### config.mk
export PLATFORM = sky130hd
export DESIGN_NAME = obi_initiator
export DESIGN_NICKNAME = d
export VERILOG_FILES = /design/src/rtl/obi_initiator.sv
export SDC_FILE = /design/constraint.sdc
export NUM_CORES = 1
export LEC_CHECK = 0
export BUFFER_PORTS_ARGS = -buffer_cell sky130_fd_sc_hd__buf_2
export CAP_MARGIN = 10
export CORE_ASPECT_RATIO = 0.7
export CORE_MARGIN = 10
export CORE_UTILIZATION = 42
export CTS_BUF_LIST = sky130_fd_sc_hd__clkbuf_16
export DETAILED_ROUTE_END_ITERATION = 8
export GPL_ROUTABILITY_DRIVEN = 1
export HOLD_SLACK_MARGIN = 0.08
export PLACE_DENSITY = 0.79
export SKIP_LAST_GASP = 1
export SYNTH_ARGS = -nofsm -noshare
export SYNTH_HDL_FRONTEND = slang
export SYNTH_SLANG_ARGS = --single-unit
### constraint.sdc
create_clock -name clk -period 2.5 [get_ports clk]
set_input_delay 0.5 -clock clk [delete_from_list [all_inputs] [get_ports clk]]
set_output_delay 0.5 -clock clk [all_outputs]
set_load 0.02 [all_outputs]
### src/rtl/obi_initiator.sv
// OBI manager bridge: turns a valid/ready command stream into OBI transactions,
// returns each answer as a one-cycle response strobe and abandons silent transactions on timeout.
module obi_initiator #(
   parameter int ADDR_W  = 24,
   parameter int DATA_W  = 32,
   parameter int MAX_OUT = 2,
   parameter int TIMEOUT = 255,
   localparam int BE_W   = DATA_W / 8
) (
   input  logic              clk,
   input  logic              rst_n,
   input  logic              cmd_valid,
   output logic              cmd_ready,
   input  logic              cmd_we,
   input  logic [BE_W-1:0]   cmd_be,
   input  logic [ADDR_W-1:0] cmd_addr,
   input  logic [DATA_W-1:0] cmd_wdata,
   output logic              rsp_valid,
   output logic              rsp_we,
   output logic [DATA_W-1:0] rsp_rdata,
   output logic              rsp_err,
   output logic              obi_req,
   output logic              obi_we,
   output logic [BE_W-1:0]   obi_be,
   output logic [ADDR_W-1:0] obi_addr,
   output logic [DATA_W-1:0] obi_wdata,
   input  logic              obi_gnt,
   input  logic              obi_rvalid,
   input  logic [DATA_W-1:0] obi_rdata,
   output logic              busy,
   output logic              proto_err
);

   localparam int CW = $clog2(MAX_OUT + 1);
   localparam int TW = (TIMEOUT > 1) ? $clog2(TIMEOUT + 1) : 1;

   logic              req_q, req_d;
   logic              we_q, we_d;
   logic [BE_W-1:0]   be_q, be_d;
   logic [ADDR_W-1:0] addr_q, addr_d;
   logic [DATA_W-1:0] wdata_q, wdata_d;
   logic [CW-1:0]     out_q, out_d;
   logic [MAX_OUT-1:0] wef_q, wef_d;
   logic [TW-1:0]     tmr_q, tmr_d;
   logic              rsp_valid_q, rsp_valid_d;
   logic              rsp_we_q, rsp_we_d;
   logic [DATA_W-1:0] rsp_rdata_q, rsp_rdata_d;
   logic              rsp_err_q, rsp_err_d;
   logic              proto_err_q, proto_err_d;

   logic              grant, accept, rsp_hit, expire, pop;
   logic [CW-1:0]     push_idx;

   // A pending request keeps counting against the limit in its grant cycle,
   // which guarantees the outstanding count never exceeds MAX_OUT.
   assign cmd_ready = (!req_q || obi_gnt) && ((int'(out_q) + int'(req_q)) < MAX_OUT);
   assign accept    = cmd_valid && cmd_ready;
   assign grant     = req_q && obi_gnt;
   assign rsp_hit   = obi_rvalid && (out_q != '0);
   assign expire    = (TIMEOUT != 0) && (out_q != '0) && !obi_rvalid
                      && (int'(tmr_q) >= TIMEOUT - 1);
   assign pop       = rsp_hit || expire;

   always_comb begin
      req_d   = req_q;
      we_d    = we_q;
      be_d    = be_q;
      addr_d  = addr_q;
      wdata_d = wdata_q;
      if (accept) begin
         req_d   = 1'b1;
         we_d    = cmd_we;
         be_d    = cmd_be;
         addr_d  = cmd_addr;
         wdata_d = cmd_wdata;
      end else if (grant) begin
         req_d = 1'b0;
      end
   end

   // The timer restarts on a grant or an answer so expiry is measured from the later of the two.
   always_comb begin
      out_d = out_q + CW'(grant) - CW'(pop);
      tmr_d = tmr_q;
      if ((TIMEOUT == 0) || (out_d == '0)) begin
         tmr_d = '0;
      end else if (grant || pop) begin
         tmr_d = TW'(1);
      end else begin
         tmr_d = tmr_q + TW'(1);
      end
   end

   always_comb begin
      wef_d    = wef_q;
      push_idx = out_q;
      if (pop) begin
         wef_d    = wef_q >> 1;
         push_idx = out_q - CW'(1);
      end
      if (grant) begin
         for (int i = 0; i < MAX_OUT; i++) begin
            if (CW'(i) == push_idx) begin
               wef_d[i] = we_q;
            end
         end
      end
   end

   always_comb begin
      rsp_valid_d = pop;
      rsp_we_d    = pop && wef_q[0];
      rsp_err_d   = expire;
      rsp_rdata_d = (rsp_hit && !wef_q[0]) ? obi_rdata : '0;
      proto_err_d = proto_err_q || (obi_rvalid && (out_q == '0));
   end

   always_ff @(posedge clk or negedge rst_n) begin
      if (!rst_n) begin
         req_q       <= 1'b0;
         we_q        <= 1'b0;
         be_q        <= '0;
         addr_q      <= '0;
         wdata_q     <= '0;
         out_q       <= '0;
         wef_q       <= '0;
         tmr_q       <= '0;
         rsp_valid_q <= 1'b0;
         rsp_we_q    <= 1'b0;
         rsp_rdata_q <= '0;
         rsp_err_q   <= 1'b0;
         proto_err_q <= 1'b0;
      end else begin
         req_q       <= req_d;
         we_q        <= we_d;
         be_q        <= be_d;
         addr_q      <= addr_d;
         wdata_q     <= wdata_d;
         out_q       <= out_d;
         wef_q       <= wef_d;
         tmr_q       <= tmr_d;
         rsp_valid_q <= rsp_valid_d;
         rsp_we_q    <= rsp_we_d;
         rsp_rdata_q <= rsp_rdata_d;
         rsp_err_q   <= rsp_err_d;
         proto_err_q <= proto_err_d;
      end
   end

   assign obi_req   = req_q;
   assign obi_we    = we_q;
   assign obi_be    = be_q;
   assign obi_addr  = addr_q;
   assign obi_wdata = wdata_q;
   assign rsp_valid = rsp_valid_q;
   assign rsp_we    = rsp_we_q;
   assign rsp_rdata = rsp_rdata_q;
   assign rsp_err   = rsp_err_q;
   assign proto_err = proto_err_q;
   assign busy      = req_q || (out_q != '0);

endmodule
After elaboration in Yosys (flattened, before gate mapping)
Index checks and enable logic that the tools add are counted.
Word-level totals
  register bits: 110
  bits of input ports: 98
  output and inout bits: 100
  logic and storage cells: 53
Cells by class
  add/subtract/negate cells: 5
  $lt $le $gt $ge: 2
  eq/ne operators: 1
  mux-type cells: 10
  reductions and logical operators: 22
Operator list (number)
  $mux W32: 1
  $mux W8: 2
  $logic_and A1 B1 Y1: 9
  $add A8 B1 Y8 const B: 1
  $ge A8 B8 Y1 const B: 1
  $logic_not A2 Y1: 3
  $mux W2: 3
  $logic_or A1 B1 Y1: 5
  $mux W1: 4
  $reduce_bool A2 Y1: 2
  $add A2 B1 Y3: 1
  $logic_not A1 Y1: 3
  $lt A3 B2 Y1 const B: 1
  $add A2 B1 Y2: 1
  $eq A1 B2 Y1 const A: 1
  $sub A2 B1 Y2: 1
  $sub A2 B1 Y2 const B: 1

Longest topological paths before layout
Gate-level depths: netlist of run 1.
  word-level depth: 8
  depth in mapped cells: 13
  mapped depth without buffers: 12

Worst setup path before layout of run 1
OpenSTA, ideal clock, no wires.
  kind: reg-to-reg
  from: register tmr_q[0]
  to: register tmr_q[2]
  setup time: 0.135 ns
  data arrival time: 2.204 ns
  required time: 2.365 ns
  slack: 0.162 ns
  stages on the path, launching flop included: 14
  buffers on the path: 1
  clock period less this slack: 2.338 ns
  cell sequence: dfrtp_1 inv_1 ha_1 nor2_1 nor4_2 o21ba_1 buf_6 ha_1 inv_1 ha_1 xnor2_1 xnor2_1 o21ai_1 nor2_1
Between the ends
  word-level cells in the longest chain between the ends: 6
  elaborated cells between the ends (all ways): 9
  those cells by class: add/sub (2); order compare (1); mux (2); reduce/logical (4)
RTL lines
  start: declaration: line 44  | logic [TW-1:0] tmr_q, tmr_d;
  start signal: assignment: line 141  | tmr_q <= tmr_d;
  $ge A8 B8 Y1: line 61  | && (int'(tmr_q) >= TIMEOUT - 1);
  $logic_and A1 B1 Y1: line 61
  $logic_or A1 B1 Y1: line 62  | assign pop = rsp_hit || expire;
  net pop: line 51  | logic grant, accept, rsp_hit, expire, pop;
  $sub A2 B1 Y2: line 83  | out_d = out_q + CW'(grant) - CW'(pop);
  net out_d[1]: line 42  | logic [CW-1:0] out_q, out_d;
  $logic_not A2 Y1: line 85  | if ((TIMEOUT == 0) || (out_d == '0)) begin
  $mux W8: line 85
  net tmr_d[2]: line 44
The timed path passes the listed nets, and every way through them passes these cells.
A chain may end at the register's enable or synchronous reset.

Final worst setup path of run 1
  from: register out_q[0]
  to: register tmr_q[3]
Between the ends
  word-level cells in the longest chain between the ends: 7
  elaborated cells between the ends (all ways): 11
  those cells by class: add/sub (2); mux (2); reduce/logical (7)
RTL lines
  start: declaration: line 42
  start signal: assignment: line 139  | out_q <= out_d;
  $reduce_bool A2 Y1: line 59, 60
  $logic_and A1 B1 Y1: line 60  | assign expire = (TIMEOUT != 0) && (out_q != '0) && !obi_rvalid
  $logic_and A1 B1 Y1: line 61
  $logic_or A1 B1 Y1: line 62
  $sub A2 B1 Y2 (*): line 83
  net out_d[1]: line 42
  $logic_not A2 Y1 (*): line 85
  $mux W8 (*): line 85
  net tmr_d[3]: line 44
The timed path passes the listed nets; every way through them passes the cells marked *.

==> results of run 1 <==
through the flow:
stage | setup slack (ns) | instance area [sq um] | std cells | TNS, ns
2_1_floorplan | 0.162 | 4150 | 280 | 0
3_5_place_dp | -0.0788 | 5290 | 600 | -0.504
5_1_grt | 0.00530 | 5570 | 615 | 0
6_report | 0.187 | 5570 | 615 | 0
4_1_cts | 0.0508 | 5550 | 615 | 0
3_3_place_gp | 0.0572 | 5290 | 600 | 0
registers in the layout, indices dropped and copies added, names as in the netlist:
signal and cells:
obi_addr 24, obi_be 4, obi_req 1, obi_wdata 32, obi_we 1, out_q 2
proto_err 1, rsp_err 1, rsp_rdata 32, rsp_valid 1, rsp_we 1, tmr_q 8
wef_q 2
what timing repair did:
action | in CTS | in global routing
endpoints found under the setup margin | 7 | 8
pin swaps | 0 | 2
resized for setup | 1 | 5
gates cloned | 0 | 0
synthesized netlist by cell type, types with 2 or more instances:
library cell / n
a21oi_1: 3
and3_2: 2
xnor2_1: 4
nor2_1: 12
and2_1: 33
nand2_1: 6
dfrtp_1: 110
inv_1: 6
nand3_1: 4
clkbuf_1: 3
nor3b_1: 2
xor2_1: 4
ha_1: 6
a21o_1: 2
mux2_2: 61
buf_4: 6
power breakdown:
| group | internal (uW) | leakage (uW) | switching [uW] |
|---|---|---|---|
| clock network | 659 | 0.000131 | 574 |
| logic | 1250 | 0.00139 | 1740 |
| registers | 2460 | 0.00136 | 351 |
area by class of cell:
type / count / share of cell area, %
clock buffers: 9 / 4.04
clock inverters: 6 / 0.584
inverters: 6 / 0.404
multi-input cells: 153 / 23.9
flip-flops and latches: 110 / 49.4
well taps: 128 / 2.87
repair buffers: 203 / 18.8
worst max-delay path by stage:
| stage | start | to | depth (start not counted) |
|---|---|---|---|
| 2_1_floorplan | tmr_q[0] | tmr_q[2] | 13 |
| 3_3_place_gp | tmr_q[0] | tmr_q[6] | 12 |
| 3_5_place_dp | tmr_q[0] | tmr_q[3] | 12 |
| 4_1_cts | tmr_q[0] | tmr_q[3] | 12 |
| 5_1_grt | tmr_q[0] | tmr_q[3] | 12 |
| 6_report | out_q[0] | tmr_q[3] | 10 |
routing by layer:
metal	vias to the layer above	track usage, %	share of wire, %
met2	124	23.3	49
met3	8	7.23	11
met1	1342	15.7	39
met4	0	4.08	1.1
met5	-	0	0
li1	1344	-	-
kinds of logic (layout without fill, tap and decap cells):
family	count (synthesis)	after routing	share of synthesized area, %
and+or+nand+nor	67	67	9.35
AOI/OAI and AO/OA	10	10	1.66
adders and majority gates	6	6	1.81
xor gates and xnor gates	8	8	1.69
buffers and inverters	17	224	2.29
DFF	110	110	66.4
muxes	62	62	16.8
==> results.sh, run 1 <==
export IMPL_status="completed"
export IMPL_crit_chain="inv_1 -> ha_1 -> o21ba_2 -> ha_1 -> inv_1 -> ha_1 -> xnor2_2 -> xnor2_2 -> o21ai_4 -> nor2_1"
export IMPL_vias=2818
export IMPL_min_period_over_period_pct=92.5
export IMPL_worstSkewPairLatency_ns=0.33
export IMPL_finalHoldViolCount=0
export IMPL_fin_hold_ws_ns=0.130
export IMPL_power_uw=7030
export IMPL_power_density_mw_per_mm2=1260
export IMPL_leakagePower_uw=0.00288
export IMPL_start_kind="flip-flop"
export IMPL_reg2reg_from="out_q[0]"
export IMPL_netlist_instances=280
export IMPL_postCtsHoldBufs=0
export IMPL_numCtsBuffers=9
export IMPL_yosysTopAreaCell="dfrtp_1"
export IMPL_syn_nets=384
export IMPL_worstSetupPathType="flip-flop to flip-flop"
export IMPL_cpMaxStageDelayCell="dfrtp_1"
export IMPL_core_area_sq_mm=0.00965
export IMPL_worstPathMaxFanout=7
export IMPL_critPathMaxStageDelay_ns=0.42
export IMPL_synth_edf_count=0
export IMPL_worst_path_buf_inv=2
export IMPL_final_max_slew_viol_count=0
export IMPL_drive_above_1_share_pct=59.3
export IMPL_die_x_microns=139
export IMPL_final_cell_mix="buf_2 (196), dfrtp_1 (109), mux2_2 (61)"
export IMPL_num_io_pins=198
export IMPL_reg2reg_setup_slack_ns=0.19
export IMPL_synthesis_area_sq_mm=0.00415
export IMPL_wl_per_cell_microns=16.5
export IMPL_fmax_ghz=0.432
export IMPL_port_buffers=197
export IMPL_synthTopCellsByArea="dfrtp_1 (66%), mux2_2 (17%), and2_1 (5.0%), ha_1 (1.8%), buf_4 (1.1%)"
export IMPL_die_area_sq_mm=0.0143
export IMPL_place_hpwl_microns=8120
export IMPL_synth_avg_cell_area_sq_um=14.8
export IMPL_num_rows=30
export IMPL_register_area_sq_mm=0.00275
export IMPL_area_growth_pct=34.4
export IMPL_rr_endpoint="tmr_q[3]"
export IMPL_crit_path_frequent_cell="ha_1"
export IMPL_synth_distinct_cells=32
export IMPL_rr_worst_depth=10
export IMPL_fin_worst_skew_ns=0.00696
export IMPL_grt_ovfl_total=0
export IMPL_cts_tree="yes"
export IMPL_antenna_cells=0
export IMPL_clk_pin_slew_ns=0.07
export IMPL_grt_pass1_wl_microns=16100
export IMPL_crit_arrival_ns=2.52
export IMPL_postCtsSetupBuffers=0
export IMPL_nets=587
export IMPL_maxCapViolations=0
export IMPL_cts_root_buffer="clkbuf_16"
export IMPL_end_kind="flip-flop"
export IMPL_synth_top_area_share_pct=66.4
export IMPL_hold_path_class="input port to async pin"
export IMPL_cp_required_ns=2.71
export IMPL_multi_input_area_sq_mm=0.00133
export IMPL_setup_viol_count_final=0
export IMPL_drtAntennaViolNets=0
export IMPL_finalWirelength_microns=10200
export IMPL_antenna_found_initial=0
export IMPL_crit_family="adder cells"
export IMPL_die_height_microns=103
export IMPL_drc=0
export IMPL_first_global_vias=3097
export IMPL_vdd_drop_max_uv=721
export IMPL_grt_usage_pct=14.0
export IMPL_synthFlopType="dfrtp_1"
export IMPL_via_per_inst=4.58
export IMPL_rsz0062_at_grt="false"
export IMPL_synth_seq_cells=110
export IMPL_htreeDepth=3
export IMPL_max_slew_margin_pct=66.9
export IMPL_nFillCells=805
export IMPL_clock_sinks=110
export IMPL_synth_seq_area_share_pct=66.4
export IMPL_min_period_ns=2.31
export IMPL_cts_buffer_depth=2
export IMPL_drt_first_pass_iters=4
export IMPL_start_util_pct=43.0
export IMPL_layout_commonest_cell="buf_2"
export IMPL_synth_warnings=0
export IMPL_grt_max_degree=56
export IMPL_async_flop_share_pct=100
export IMPL_drt_iter0_drc=106
export IMPL_gp_congestion=0.767
export IMPL_worst_slew_pin_slew_ns=0.497
export IMPL_fin_util_pct=57.8
Power figures use the tool's default switching activity.
==> inputs of run 2 (changes only) <==
--- a/config.mk
+++ b/config.mk
@@ -5,7 +5,7 @@
 export SDC_FILE = /design/constraint.sdc
 export NUM_CORES = 1
 export LEC_CHECK = 0
-export BUFFER_PORTS_ARGS = -buffer_cell sky130_fd_sc_hd__buf_2
+export BUFFER_PORTS_ARGS = -buffer_cell sky130_fd_sc_hd__clkbuf_2
 export CAP_MARGIN = 10
 export CORE_ASPECT_RATIO = 0.7
 export CORE_MARGIN = 10
==> run 2 against run 1 <==
  * Fmax down 1.3%
  * Total power up 1.9%
  * Sequential cell count stayed put
  * Final cell count grew 0.16%
  * Count of clock-buffer cells in the layout did not move
  * Via count shrank 0.32%
  * Non-clock buffer count unchanged
  * Worst hold slack better by 0.025 ns
  * Highest routed layer unchanged
  * Setup slack worse by 0.030 ns
  * Largest power group unchanged
  * Critical path depth increased by 2
  * Critical endpoint is now tmr_q[6]
  * Sequential share of layout area fell by 0.33 points
  * Die area did not move
==> results.sh, run 2 (synthesized netlist as in run 1, its figures left out) <==
export IMPL_hold_path_class="input port to async pin"
export IMPL_worst_slew_pin_slew_ns=0.580
export IMPL_grt_pass1_wl_microns=16100
export IMPL_num_rows=30
export IMPL_cts_buffer_depth=2
export IMPL_gp_congestion=0.775
export IMPL_register_area_sq_mm=0.00275
export IMPL_vdd_drop_max_uv=614
export IMPL_core_area_sq_mm=0.00965
export IMPL_htreeDepth=3
export IMPL_area_growth_pct=35.3
export IMPL_crit_arrival_ns=2.56
export IMPL_grt_usage_pct=13.9
export IMPL_drtAntennaViolNets=0
export IMPL_worstSkewPairLatency_ns=0.33
export IMPL_rsz0062_at_grt="false"
export IMPL_start_kind="flip-flop"
export IMPL_finalHoldViolCount=0
export IMPL_port_buffers=197
export IMPL_start_util_pct=43.0
export IMPL_num_io_pins=198
export IMPL_fin_setup_tns_ns=0
export IMPL_drt_iter0_drc=93
export IMPL_nFillCells=806
export IMPL_rr_worst_depth=12
export IMPL_crit_chain="inv_1 -> ha_1 -> nor2_1 -> nor4_2 -> o21ba_1 -> ha_1 -> inv_1 -> ha_1 -> xnor2_1 -> xnor2_2 -> o21ai_4 -> nor2_1"
export IMPL_nets=587
export IMPL_reg2reg_setup_slack_ns=0.16
export IMPL_cts_root_buffer="clkbuf_16"
export IMPL_drc=0
export IMPL_grt_ovfl_total=0
export IMPL_end_kind="flip-flop"
export IMPL_layout_commonest_cell="clkbuf_2"
export IMPL_cp_required_ns=2.71
export IMPL_antenna_cells=0
export IMPL_die_area_sq_mm=0.0143
export IMPL_rr_endpoint="tmr_q[6]"
export IMPL_setup_viol_count_final=0
export IMPL_fin_worst_skew_ns=0.00546
export IMPL_max_slew_margin_pct=61.3
export IMPL_postCtsHoldBufs=0
export IMPL_drive_above_1_share_pct=59.4
export IMPL_cts_tree="yes"
export IMPL_power_density_mw_per_mm2=1280
export IMPL_worst_slack_ns=0.157
export IMPL_critPathMaxStageDelay_ns=0.41
export IMPL_fmax_ghz=0.427
export IMPL_grt_max_degree=47
export IMPL_finalWirelength_microns=10100
export IMPL_place_hpwl_microns=8210
export IMPL_final_max_slew_viol_count=0
export IMPL_min_period_ns=2.34
export IMPL_clock_sinks=110
export IMPL_worstSetupPathType="flip-flop to flip-flop"
export IMPL_die_height_microns=103
export IMPL_drt_first_pass_iters=4
export IMPL_vias=2809
export IMPL_postCtsSetupBuffers=0
export IMPL_maxCapViolations=0
export IMPL_first_global_vias=3098
export IMPL_via_per_inst=4.56
export IMPL_clk_pin_slew_ns=0.07
export IMPL_final_cell_mix="clkbuf_2 (196), dfrtp_1 (109), mux2_2 (61)"
export IMPL_status="completed"
export IMPL_crit_path_frequent_cell="ha_1"
export IMPL_reg2reg_from="tmr_q[0]"
export IMPL_die_x_microns=139
export IMPL_wl_per_cell_microns=16.4
export IMPL_cpMaxStageDelayCell="dfrtp_2"
export IMPL_numCtsBuffers=9
export IMPL_leakagePower_uw=0.00291
export IMPL_antenna_found_initial=0
export IMPL_min_period_over_period_pct=93.7
export IMPL_multi_input_area_sq_mm=0.00132
export IMPL_worstPathMaxFanout=7
export IMPL_pre_cts_ws_ns=-0.0568
export IMPL_fin_util_pct=58.1
-- run 2: metrics by stage --
step | instances | hold WS [ns] | area, sq um | total power (uW)
CTS | 616 | 0.171 | 5590 | 7250
global placement | 600 | 0.451 | 5300 | 5710
global route | 616 | 0.189 | 5610 | 7630
finish | 616 | 0.154 | 5610 | 7170
detailed placement | 600 | 0.452 | 5300 | 5830
floorplan | 280 | 0.204 | 4150 | 4730
-- run 2: worst max-delay path by stage --
stage	from	to	slack, ns	cells after the start
2_1_floorplan	tmr_q[0]	tmr_q[2]	0.16	13
3_3_place_gp	tmr_q[0]	tmr_q[6]	0.05	12
3_5_place_dp	tmr_q[0]	tmr_q[7]	-0.06	12
4_1_cts	tmr_q[0]	tmr_q[6]	0.07	12
5_1_grt	tmr_q[0]	tmr_q[6]	0.02	12
6_report	tmr_q[0]	tmr_q[6]	0.16	12
-- run 2: worst max-delay path, delay by kind of cell (launching register included) --
| kind | cells | cell delay (ns) |
|---|---|---|
| buffers and inverters | 2 | 0.10 |
| and+or+nand+nor | 3 | 0.26 |
| AOI/OAI and AO/OA | 2 | 0.43 |
| adders and majority gates | 3 | 0.63 |
| DFF | 1 | 0.41 |
| xor gates and xnor gates | 2 | 0.38 |
-- run 2: power breakdown --
part | total [uW] | leakage (uW) | internal, uW | switching, uW
clock | 1370 | 0.000147 | 771 | 600
combinational | 2960 | 0.00140 | 1230 | 1730
sequential | 2840 | 0.00136 | 2460 | 375
-- run 2: metal layers --
layer | wire (microns) | vias up | share of wire (%) | global-route usage (%)
met2 | 5050 | 122 | 50 | 23.6
met5 | 0 | - | 0 | 0
met4 | 77 | 0 | 0.76 | 3.84
met3 | 1080 | 6 | 11 | 7.27
met1 | 3890 | 1339 | 38 | 15.3
li1 | - | 1342 | - | -
-- run 2: what timing repair did --
action / in CTS / in global routing
gates resized for setup: 1 / 3
endpoints found under the setup margin: 7 / 8
pin swaps: 0 / 2
-- run 2: area by class of cell --
cell class              instances  share of cell area, %
well taps                     128                   2.86
clock buffers                   9                   4.02
repair buffers                203                   18.9
flip-flops and latches        110                   49.1
multi-input cells             153                   23.6
clock inverters                 7                   1.16
inverters                       6                  0.402
==> inputs of run 3 (changes only) <==
--- a/config.mk
+++ b/config.mk
@@ -11,10 +11,12 @@
 export CORE_MARGIN = 10
 export CORE_UTILIZATION = 42
 export CTS_BUF_LIST = sky130_fd_sc_hd__clkbuf_16
+export CTS_CLUSTER_DIAMETER = 150
 export DETAILED_ROUTE_END_ITERATION = 8
 export GPL_ROUTABILITY_DRIVEN = 1
 export HOLD_SLACK_MARGIN = 0.08
 export PLACE_DENSITY = 0.79
+export RECOVER_POWER = 100
 export SKIP_LAST_GASP = 1
 export SYNTH_ARGS = -nofsm -noshare
 export SYNTH_HDL_FRONTEND = slang
==> run 3 against run 2 <==
  * Total power fell by 2.7%
  * Count of clock-buffer cells in the layout did not move
  * Sequential share of layout area rose by 1.6 points
  * Critical endpoint unchanged
  * First-iteration DRC count fell by 7.5%
  * Critical path depth did not move
  * Fmax fell by 0.12%
  * Sequential cell count did not move
  * Setup slack got worse by 0.0028 ns
  * Combinational power fell by 6%
  * Highest routed layer unchanged
  * Worst hold slack improved by 0.18 ns
  * Non-clock buffer count did not move
  * Utilization fell by 1.8 points
==> results.sh, run 3 (synthesized netlist as in run 1, its figures left out) <==
export IMPL_clock_sinks=110
export IMPL_worst_path_buf_inv=2
export IMPL_port_buffers=197
export IMPL_path_depth=12
export IMPL_rr_worst_depth=12
export IMPL_die_height_microns=103
export IMPL_cts_root_buffer="clkbuf_16"
export IMPL_start_util_pct=43.0
export IMPL_crit_chain="inv_1 -> ha_1 -> nor2_1 -> nor4_2 -> o21ba_1 -> ha_1 -> inv_1 -> ha_1 -> xnor2_1 -> xnor2_2 -> o21ai_4 -> nor2_1"
export IMPL_grt_max_degree=47
export IMPL_nFillCells=875
export IMPL_via_per_inst=4.60
export IMPL_drt_iter0_drc=86
export IMPL_setup_viol_count_final=0
export IMPL_drive_above_1_share_pct=38.5
export IMPL_numCtsBuffers=9
export IMPL_rr_endpoint="tmr_q[6]"
export IMPL_postCtsHoldBufs=0
export IMPL_vdd_drop_max_uv=604
export IMPL_first_global_vias=3098
export IMPL_cp_required_ns=2.71
export IMPL_end_kind="flip-flop"
export IMPL_leakagePower_uw=0.00257
export IMPL_wl_per_cell_microns=16.4
export IMPL_critPathMaxStageDelay_ns=0.41
export IMPL_worstSetupPathType="flip-flop to flip-flop"
export IMPL_drtAntennaViolNets=0
export IMPL_hold_path_class="input port to async pin"
export IMPL_crit_family="adder cells"
export IMPL_antenna_found_initial=0
export IMPL_num_io_pins=198
export IMPL_min_period_ns=2.35
export IMPL_fin_worst_skew_ns=0.00405
export IMPL_crit_arrival_ns=2.56
export IMPL_min_period_over_period_pct=93.8
export IMPL_status="completed"
export IMPL_power_uw=6970
export IMPL_rsz0062_at_grt="false"
export IMPL_start_kind="flip-flop"
export IMPL_vias=2835
export IMPL_final_cell_mix="dfrtp_1 (109), clkbuf_2 (102), clkbuf_1 (101)"
export IMPL_worst_slack_ns=0.154
export IMPL_nets=587
export IMPL_drt_first_pass_iters=4
export IMPL_area_growth_pct=31.1
export IMPL_grt_usage_pct=13.9
export IMPL_core_area_sq_mm=0.00965
export IMPL_crit_path_frequent_cell="ha_1"
export IMPL_finalHoldViolCount=0
export IMPL_worst_slew_pin_slew_ns=1.04
export IMPL_htreeDepth=3
export IMPL_max_slew_margin_pct=30.3
export IMPL_drc=0
export IMPL_gp_congestion=0.775
export IMPL_worstSkewPairLatency_ns=0.33
export IMPL_maxCapViolations=0
export IMPL_cts_tree="yes"
export IMPL_fin_util_pct=56.3
export IMPL_postCtsSetupBuffers=0
export IMPL_register_area_sq_mm=0.00275
export IMPL_die_x_microns=139
export IMPL_cts_buffer_depth=2
export IMPL_layout_commonest_cell="dfrtp_1"
export IMPL_power_density_mw_per_mm2=1280
export IMPL_reg2reg_setup_slack_ns=0.15
export IMPL_die_area_sq_mm=0.0143
export IMPL_reg2reg_from="tmr_q[0]"
export IMPL_place_hpwl_microns=8210
export IMPL_cpMaxStageDelayCell="dfrtp_2"
export IMPL_worstPathMaxFanout=7
export IMPL_multi_input_area_sq_mm=0.00132
export IMPL_fmax_ghz=0.426
export IMPL_grt_ovfl_total=0
export IMPL_num_rows=30
export IMPL_final_max_slew_viol_count=0
export IMPL_pre_cts_ws_ns=-0.0568
export IMPL_grt_pass1_wl_microns=16100
export IMPL_clk_pin_slew_ns=0.07
export IMPL_antenna_cells=0
export IMPL_finalWirelength_microns=10100
export IMPL_fin_setup_tns_ns=0
run 3: layer usage:
metal  vias up  GRT usage, %  part of all wire, %
met5         -             0                    0
met4         0          3.84                 0.76
met3         6          7.27                   11
met2       125          23.6                   50
met1      1358          15.3                   39
li1       1346             -                    -
run 3: final cells by class:
| class | count | area share, % |
|---|---|---|
| clock inverter | 7 | 1.20 |
| inverter | 6 | 0.414 |
| sequential | 110 | 50.7 |
| tap | 128 | 2.95 |
| timing repair buffer | 203 | 16.4 |
| clock buffer | 9 | 4.14 |
| multi-input combinational | 153 | 24.3 |
run 3: worst max-delay path by stage:
stage                        start  endpoint
after floorplan           tmr_q[0]  tmr_q[2]
after global placement    tmr_q[0]  tmr_q[6]
after detailed placement  tmr_q[0]  tmr_q[7]
after CTS                 tmr_q[0]  tmr_q[6]
after global routing      tmr_q[0]  tmr_q[6]
final                     tmr_q[0]  tmr_q[6]
run 3: what timing repair did:
action | 4_1_cts | 5_1_grt
pin swaps | 0 | 2
gates resized for setup | 1 | 3
setup endpoints to repair | 7 | 8
run 3: metrics by stage:
stage / cell area, sq um / instances / hold slack (ns)
after floorplan: 4150 / 280 / 0.204
after global placement: 5300 / 600 / 0.451
after detailed placement: 5300 / 600 / 0.452
after CTS: 5590 / 616 / 0.171
after global routing: 5440 / 616 / 0.351
final: 5440 / 616 / 0.334
run 3: power by group:
group | internal (uW) | switching, uW | leakage [uW]
Sequential | 2460 | 369 | 0.00136
Clock | 771 | 599 | 0.000147
Combinational | 1040 | 1730 | 0.00106
Total | 4270 | 2700 | 0.00257
run 3: worst register-to-register path: stages (launching register included):
cell	delay [ns]
dfrtp_2	0.41
inv_1	0.06
ha_1	0.19
nor2_1	0.12
nor4_2	0.06
o21ba_1	0.18
ha_1	0.27
inv_1	0.04
ha_1	0.17
xnor2_1	0.24
xnor2_2	0.14
o21ai_4	0.25
nor2_1	0.08
